<file path="config.mk">
export PLATFORM = sky130hd
export DESIGN_NAME = vector_lane_serializer
export DESIGN_NICKNAME = d
export VERILOG_FILES = /design/src/rtl/vector_lane_serializer.sv
export SDC_FILE = /design/constraint.sdc
export NUM_CORES = 1
export LEC_CHECK = 0
export CORE_MARGIN = 2
export CORE_UTILIZATION = 45
export CTS_CLUSTER_SIZE = 25
export DETAILED_ROUTE_END_ITERATION = 8
export HOLD_SLACK_MARGIN = 0.03
export PLACE_DENSITY = 0.79
export SETUP_SLACK_MARGIN = 0.4
export SLEW_MARGIN = 20
export SYNTH_ARGS = -nofsm -noshare
export SYNTH_HDL_FRONTEND = slang
export SYNTH_SLANG_ARGS = --single-unit
export TNS_END_PERCENT = 100
</file>
<file path="constraint.sdc">
create_clock -name clk -period 2.8 [get_ports clk]
set_clock_uncertainty 0.05 [all_clocks]
set_input_delay 0.56 -clock clk [delete_from_list [all_inputs] [get_ports clk]]
set_output_delay 0.56 -clock clk [all_outputs]
set_load 0.1 [all_outputs]
</file>
<file path="src/rtl/vector_lane_serializer.sv">
// Serializes one 256-bit vector (plus packed per-lane NZCV flags) into 32-bit lane beats selected by a lane mask.
// Optional flag path is built only when VSER_FLAGS_EN is defined; otherwise out_flags is tied to zero.
module vector_lane_serializer #(
  parameter int N = 32,
  parameter int V = 256,
  localparam int LANES = V / N,
  localparam int LW = $clog2(LANES)
) (
  input  logic               clk,
  input  logic               rst_n,
  input  logic               in_valid,
  output logic               in_ready,
  input  logic [V-1:0]       in_vec,
  input  logic [4*LANES-1:0] in_flags,
  input  logic [LANES-1:0]   in_mask,
  output logic               out_valid,
  input  logic               out_ready,
  output logic [N-1:0]       out_data,
  output logic [3:0]         out_flags,
  output logic [LW-1:0]      out_lane,
  output logic               out_last,
  output logic               busy
);

  localparam logic [0:0] IDLE = 1'b0;
  localparam logic [0:0] SEND = 1'b1;

  // Lowest enabled lane whose index is at least 'from'; 'from' may be LANES.
  function automatic logic [LW-1:0] lowest_from(input logic [LANES-1:0] mask, input logic [LW:0] from);
    logic [LW-1:0] idx;
    idx = {LW{1'b0}};
    for (int i = LANES - 1; i >= 0; i--) begin
      if (mask[i] && (i >= int'(from))) idx = LW'(i);
    end
    return idx;
  endfunction

  function automatic logic none_above(input logic [LANES-1:0] mask, input logic [LW-1:0] lane);
    logic hit;
    hit = 1'b0;
    for (int i = 0; i < LANES; i++) begin
      if (mask[i] && (i > int'(lane))) hit = 1'b1;
    end
    return !hit;
  endfunction

  logic [0:0]       state_r;
  logic [V-1:0]     buf_vec_r;
  logic [LANES-1:0] buf_mask_r;
  logic             out_valid_r;
  logic [N-1:0]     out_data_r;
  logic [LW-1:0]    lane_r;
  logic             out_last_r;

  logic             accept_s;
  logic             launch_s;
  logic             advance_s;
  logic             finish_s;
  logic [LW-1:0]    first_lane_s;
  logic             first_last_s;
  logic [LW-1:0]    next_lane_s;
  logic             next_last_s;

  // Handshake decode and lane-walk lookahead; only registered state feeds the outputs.
  always_comb begin
    accept_s     = (state_r == IDLE) && in_valid;
    launch_s     = accept_s && (in_mask != {LANES{1'b0}});
    advance_s    = (state_r == SEND) && out_ready && !out_last_r;
    finish_s     = (state_r == SEND) && out_ready && out_last_r;
    first_lane_s = lowest_from(in_mask, {(LW + 1){1'b0}});
    first_last_s = none_above(in_mask, first_lane_s);
    next_lane_s  = lowest_from(buf_mask_r, {1'b0, lane_r} + (LW + 1)'(1));
    next_last_s  = none_above(buf_mask_r, next_lane_s);
  end

  // FSM, vector buffers and registered beat outputs.
  always_ff @(posedge clk or negedge rst_n) begin
    if (!rst_n) begin
      state_r     <= IDLE;
      buf_vec_r   <= {V{1'b0}};
      buf_mask_r  <= {LANES{1'b0}};
      out_valid_r <= 1'b0;
      out_data_r  <= {N{1'b0}};
      lane_r      <= {LW{1'b0}};
      out_last_r  <= 1'b0;
    end else begin
      case (state_r)
        IDLE: begin
          if (accept_s) begin
            buf_vec_r  <= in_vec;
            buf_mask_r <= in_mask;
          end else begin
            buf_vec_r  <= buf_vec_r;
            buf_mask_r <= buf_mask_r;
          end
          // An all-zero mask is accepted and dropped without leaving IDLE.
          if (launch_s) begin
            state_r     <= SEND;
            out_valid_r <= 1'b1;
            lane_r      <= first_lane_s;
            out_data_r  <= in_vec[N*first_lane_s +: N];
            out_last_r  <= first_last_s;
          end else begin
            state_r     <= IDLE;
            out_valid_r <= 1'b0;
          end
        end
        SEND: begin
          if (finish_s) begin
            state_r     <= IDLE;
            out_valid_r <= 1'b0;
          end else if (advance_s) begin
            lane_r     <= next_lane_s;
            out_data_r <= buf_vec_r[N*next_lane_s +: N];
            out_last_r <= next_last_s;
          end else begin
            out_valid_r <= 1'b1;
          end
        end
        default: begin
          state_r     <= IDLE;
          out_valid_r <= 1'b0;
        end
      endcase
    end
  end

`ifdef VSER_FLAGS_EN
  logic [4*LANES-1:0] buf_flags_r;
  logic [3:0]         out_flags_r;

  // Flag buffer and flag output follow the same accept/advance events as the data path.
  always_ff @(posedge clk or negedge rst_n) begin
    if (!rst_n) begin
      buf_flags_r <= {(4*LANES){1'b0}};
      out_flags_r <= 4'b0000;
    end else if (launch_s) begin
      buf_flags_r <= in_flags;
      out_flags_r <= in_flags[4*first_lane_s +: 4];
    end else if (accept_s) begin
      buf_flags_r <= in_flags;
    end else if (advance_s) begin
      out_flags_r <= buf_flags_r[4*next_lane_s +: 4];
    end else begin
      out_flags_r <= out_flags_r;
    end
  end

  assign out_flags = out_flags_r;
`else
  logic unused_flags_s;
  assign unused_flags_s = ^in_flags;
  assign out_flags      = 4'b0000;
`endif

  assign in_ready  = rst_n && (state_r == IDLE);
  assign busy      = (state_r == SEND);
  assign out_valid = out_valid_r;
  assign out_data  = out_data_r;
  assign out_lane  = lane_r;
  assign out_last  = out_last_r;

endmodule

</file>
### After elaboration in Yosys (flattened, before gate mapping)

Index checks and enable logic that the tools add are counted.

| word-level totals | value |
|---|---|
| bits of input ports | 300 |
| output and inout port bits | 43 |
| bits in registers | 302 |
| word-level logic and storage cells | 119 |

| cells by class | value |
|---|---|
| equality and inequality tests | 4 |
| muxes and demuxes | 48 |
| add/sub/neg operators | 1 |
| shift operators | 2 |
| bitwise operators | 1 |
| magnitude comparators | 22 |
| reduce and logical (&&, ||, !) cells | 34 |

Operators by type and width:

| kind | count |
|---|---|
| $shiftx 256x9->32 | 2 |
| $mux 32 | 3 |
| $pmux 32 s2 | 1 |
| $mux 3 | 19 |
| $logic_and 1x1->1 | 28 |
| $gt 3x3->1 const A | 8 |
| $mux 1 | 21 |
| $ge 3x4->1 const A | 4 |
| $gt 2x3->1 const A | 4 |
| $ge 1x4->1 const A | 2 |
| $ge 2x4->1 const A | 2 |
| $reduce_bool 8->1 | 1 |
| $gt 1x3->1 const A | 2 |
| $pmux 1 s2 | 3 |
| $pmux 3 s2 | 1 |
| $add 3x1->4 const B | 1 |
| $ne 2x2->1 const B | 2 |
| $logic_not 1->1 | 3 |
| $ne 3x2->1 const B | 1 |
| $reduce_and 3->1 | 1 |
| $ne 2x1->1 const B | 1 |
| $reduce_and 2->1 | 1 |
| $not 1->1 | 1 |

### Depth between registers and ports, before layout

| logic depth | value |
|---|---|
| word-level depth | 24 |
| depth in mapped cells | 12 |
| gate-level depth less buffers | 9 |

### Worst setup path after synthesis

No wires, ideal clock.

| timing | value |
|---|---|
| kind | flip-flop to flip-flop |
| start | register lane_r[0], in the netlist out_lane[0] |
| end | register out_data_r[10], in the netlist out_data[10] |
| path buffers | 1 |
| slack | -588 ps |
| cell stages (with the launch flop) | 11 |
| data required time | 2626 ps |
| arrival | 3214 ps |
| library setup time | 124 ps |
| clock period less this slack | 3388 ps |
| cell sequence | dfrtp_1 inv_1 ha_1 a21oi_1 o2111ai_1 o21a_1 nand3_1 clkbuf_1 mux2_2 o211a_1 a211o_1 |

| between the ends | value |
|---|---|
| cells in the longest elaborated chain, start to end | 15 |
| elaborated cells between the ends (all ways) | 29 |
| classes of those cells | add/sub: 1; order compare: 8; shift: 1; mux: 11; reduce/logical: 8 |

RTL lines:

| what | line | text |
|---|---|---|
| start, declared | 52 | `logic [LW-1:0] lane_r;` |
| start signal, assigned | 84 | `lane_r <= {LW{1'b0}};` |
| start signal, assigned | 100 | `lane_r <= first_lane_s;` |
| start signal, assigned | 113 | `lane_r <= next_lane_s;` |
| $add 3x1->4 (*) | 72 | `next_lane_s = lowest_from(buf_mask_r, {1'b0, lane_r} + (LW + 1)'(1));` |
| $ge 3x4->1 | 33 | `if (mask[i] && (i >= int'(from))) idx = LW'(i);` |
| $logic_and 1x1->1 | 33 |  |
| $mux 3 (7 in series) | 33 |  |
| $mux 3 (*) | 33 |  |
| $shiftx 256x9->32 (*) | 114 | `out_data_r <= buf_vec_r[N*next_lane_s +: N];` |
| $mux 32 (*) | 112 | `end else if (advance_s) begin` |
| $mux 32 (*) | 109 | `if (finish_s) begin` |
| $pmux 32 s2 (*) | 87 | `case (state_r)` |
| end signal, assigned | 83 | `out_data_r <= {N{1'b0}};` |
| end signal, assigned | 101 | `out_data_r <= in_vec[N*first_lane_s +: N];` |
| end signal, assigned | 114 |  |
| end, declared | 51 | `logic [N-1:0] out_data_r;` |

Mark *: on every way between the ends. The rest lies on a longest branch, timed or not. The select of a mux whose other input is x is not followed.
A chain may end at the register's enable or synchronous reset.

### Worst setup path after layout

| timing | value |
|---|---|
| start | register lane_r[0], in the netlist out_lane[0] |
| end | register out_data_r[7], in the netlist out_data[7] |

Same word-level chain as after synthesis.

==> flow_summary_export.csv <==
group,metric,value,unit
outcome,outcome,"finished, violations left",
outcome,violations,"setup timing",
timing,fin_ws,-0.0582,ns
synthesis,synth_edf_count,0,
timing,max_freq,0.350,GHz
worst_setup_path,setup.worst_path.start,"out_lane[0]",
power,clkPwrFrac,13.7,%
detailed_routing,wire_per_inst,26.0,um
placement,dpl.hpwl,40200,um
detailed_routing,via_per_inst,6.11,
placement,portBuffers,306,
global_routing,grt_pass1_wl,88000,um
timing,rsz0062_at_grt,"yes",
synthesis,syn_inst,1386,
worst_setup_path,worst-path-max-fanout,13,
die,die_h,198,um
power,vdd_drop_max,0.939,mV
die,fp.coreArea,36800,um^2
detailed_routing,antenna_left,0,
power,p_sw,15.1,mW
clock_tree,ctsLongestPathBuffers,3,
detailed_routing,drt_pass1_iterations,5,
worst_setup_path,worstPathRequired,3.16,ns
power,p_leak,10.3,nW
die,rows,70,
die,num_io_pins,343,
synthesis,synth-compound-area-share,12.5,%
synthesis,synth-async-reset-ratio,100,%
power,p_sw_share,43.0,%
synthesis,yosys.area_share.simple,6.70,%
worst_setup_path,r2r_start,"out_lane[0]",
cells_and_area,fin_cells,2277,
timing,relSlewSlack,30.1,%
synthesis,synth-adder-area-share,0.355,%
clock_tree,cts_buffers,36,
timing,maxSlewViolCount,0,
power,pwr-share-comb,63.4,%
synthesis,synth_area,16900,um^2
hold_path,min_from,"buf_vec_r[16]",
synthesis,ys_seq_area_share,44.7,%
detailed_routing,drc_errors,0,
synthesis,synth_top_family_by_area,"multiplexers",
die,start_util,46.0,%
synthesis,ys_ff_latch,302,
synthesis,syn_area_per_cell,12.2,um^2
power,power.share.sequential,22.9,%
power,intPower,19.9,mW
timing,final.period_utilization,102,%
clock_tree,cts_max_level,2,
synthesis,yosysWarnings,0,
die,die_w,198,um
clock_tree,root_buffer,"clkbuf_16",
synthesis,yosys.area_share.xor_xnor,0.0518,%
worst_setup_path,crit_type,"reg2reg",
timing,hold_viol,0,
detailed_routing,drt_iter0_drc,957,
cells_and_area,layout_commonest_cell,"mux2_2",
cells_and_area,final_layout_size_suffix_gt1_share,38.4,%
placement,placedInstanceArea,21700,um^2
global_routing,grt_pass1_vias,14787,
run,drv_cap,0,
clock_tree,clock_sinks,302,
cells_and_area,fin_nets,2082,
cells_and_area,fin_area,23600,um^2
worst_setup_path,crit_path_max_incr_delay,0.54,ns
synthesis,synthFlopType,"dfrtp_1",
global_routing,track_usage,29.6,%
detailed_routing,wl,59100,um
clock_tree,clock_latency,0.53,ns
timing,min_period,2.86,ns
timing,worst_pin_slew,1.05,ns
cells_and_area,final_cell_mix,"331 x mux2_2, 298 x dfrtp_1, 266 x clkdlybuf4s50_1",
worst_setup_path,end_kind,"flip-flop",
timing,setup_viol,9,
timing,fin_tns_setup,-0.225,ns
clock_tree,path_clk_slew,0.06,ns
synthesis,synth_mux_area_share,32.2,%
clock_tree,cts_tree,"yes",
global_routing,grt_overflow_total,0,
detailed_routing,num_vias,13921,
power,powerDensity,1480,nW/um^2
synthesis,synthDistinctLibCells,66,
placement,place.gp.congestion,0.904,
worst_setup_path,crit_arrival,3.22,ns
global_routing,grt_max_degree,158,
placement,dp_cells,2179,
die,dieArea,39100,um^2
worst_setup_path,cp_slowest_cell,"dfrtp_4",
global_routing,antenna_found_initial,14,
hold_path,hold_path.class,"reg2reg",
worst_setup_path,startpoint_type,"flip-flop",
cells_and_area,area_growth,39.6,%
worst_setup_path,path_cells,"ha_4 -> xnor2_4 -> buf_4 -> o311ai_2 -> nand3b_1 -> buf_6 -> a21oi_4 -> buf_4 -> clkbuf_16 -> a211o_1 -> o211a_1 -> a211o_1",
## final timing paths
check	slack, ns	end	cells past startpoint
setup reg to reg	-0.06	out_data[7]	12
min in group asynchronous	0.56	buf_vec_r[27]	3
setup / recovery	-0.06	out_data[7]	12
max in group asynchronous	1.15	buf_vec_r[138]	3
hold / removal	0.45	buf_vec_r[16]	1
hold reg to reg	0.45	buf_vec_r[16]	1
## Yosys cell counts, drive strengths merged, types with 13 or more instances
cell    count  area [um^2]
a21oi      13         72.6
nand3      31          168
o211a      28          280
nand2      22         85.1
a211oi     58          435
mux2      350         3970
nor2       17         63.8
clkbuf     73          274
o21ai      14         70.1
buf        51          287
mux2i     147         1470
nand2b     31          194
a211o      37          324
o221ai     28          251
dfrtp     302         7560
o211ai     15          118
nand4      27          169
and4       37          324
o31ai      31          233
## power groups by stage
stage / clock network (mW) / logic, mW / registers (mW)
2_1_floorplan: 0 / 10.6 / 9.57
3_3_place_gp: 0 / 18.8 / 7.83
3_5_place_dp: 0 / 19.1 / 7.97
4_1_cts: 4.86 / 21.2 / 7.93
5_1_grt: 5.06 / 23.3 / 8.23
6_report: 4.81 / 22.2 / 7.99
## logic make-up after synthesis
family / count (synthesis)
xor+xnor: 1
fa+ha+maj: 5
buf+inv: 133
mux: 497
simple gates: 183
compound gates: 264
other cells: 1
flops: 302
## metal layers
layer	GRT usage [%]	share of wire (%)	vias up
met5	0	0.17	-
met4	10.8	3.2	16
met3	6.75	7.8	132
met2	49.6	49	591
met1	37.4	40	7046
li1	-	-	6136
## metrics by stage
stage / hold WS (ns) / utilization [%] / power (mW) / worst slack [ns]
after floorplan: 0.214 / - / 20.2 / 0.0189
after global placement: 0.387 / 58.9 / 26.6 / -0.193
after detailed placement: 0.392 / 58.9 / 27.1 / -0.218
after CTS: 0.447 / 63.6 / 34.0 / 0.00396
after global routing: 0.456 / 64.1 / 36.6 / -0.128
final: 0.447 / 64.1 / 35.0 / -0.0582
## worst max-delay path: cells and delay by family, from the launching register on
kind            cells  cell delay [ns]
compound gates      5             0.94
buf+inv             4             0.67
flops               1             0.54
fa+ha+maj           1             0.22
simple gates        1             0.18
xor+xnor            1             0.15
## state kept, by name, indices dropped and copies added (netlist names)
signal	count
buf_mask_r	8
buf_vec_r	256
busy	1
out_data	32
out_lane	3
out_last	1
out_valid	1
## repair_timing
item	4_1_cts	5_1_grt
resized for setup	56	21
hold endpoints to repair	28	0
pin swaps	28	12
endpoints found under the setup margin	35	36
setup buffers	15	6
cloned	4	2
hold buffers	2	0
## area by class of cell
| cell class | count | area [um^2] |
|---|---|---|
| Clock buffer | 55 | 1070 |
| Antenna cell | 5 | 12.5 |
| Fill cell | 2764 | 13200 |
| Inverter | 9 | 36.3 |
| Multi-Input combinational cell | 956 | 9260 |
| Sequential cell | 302 | 7570 |
| Tap cell | 468 | 586 |
| Clock inverter | 9 | 135 |
| Timing Repair Buffer | 473 | 4920 |
Power figures use the tool's default switching activity.
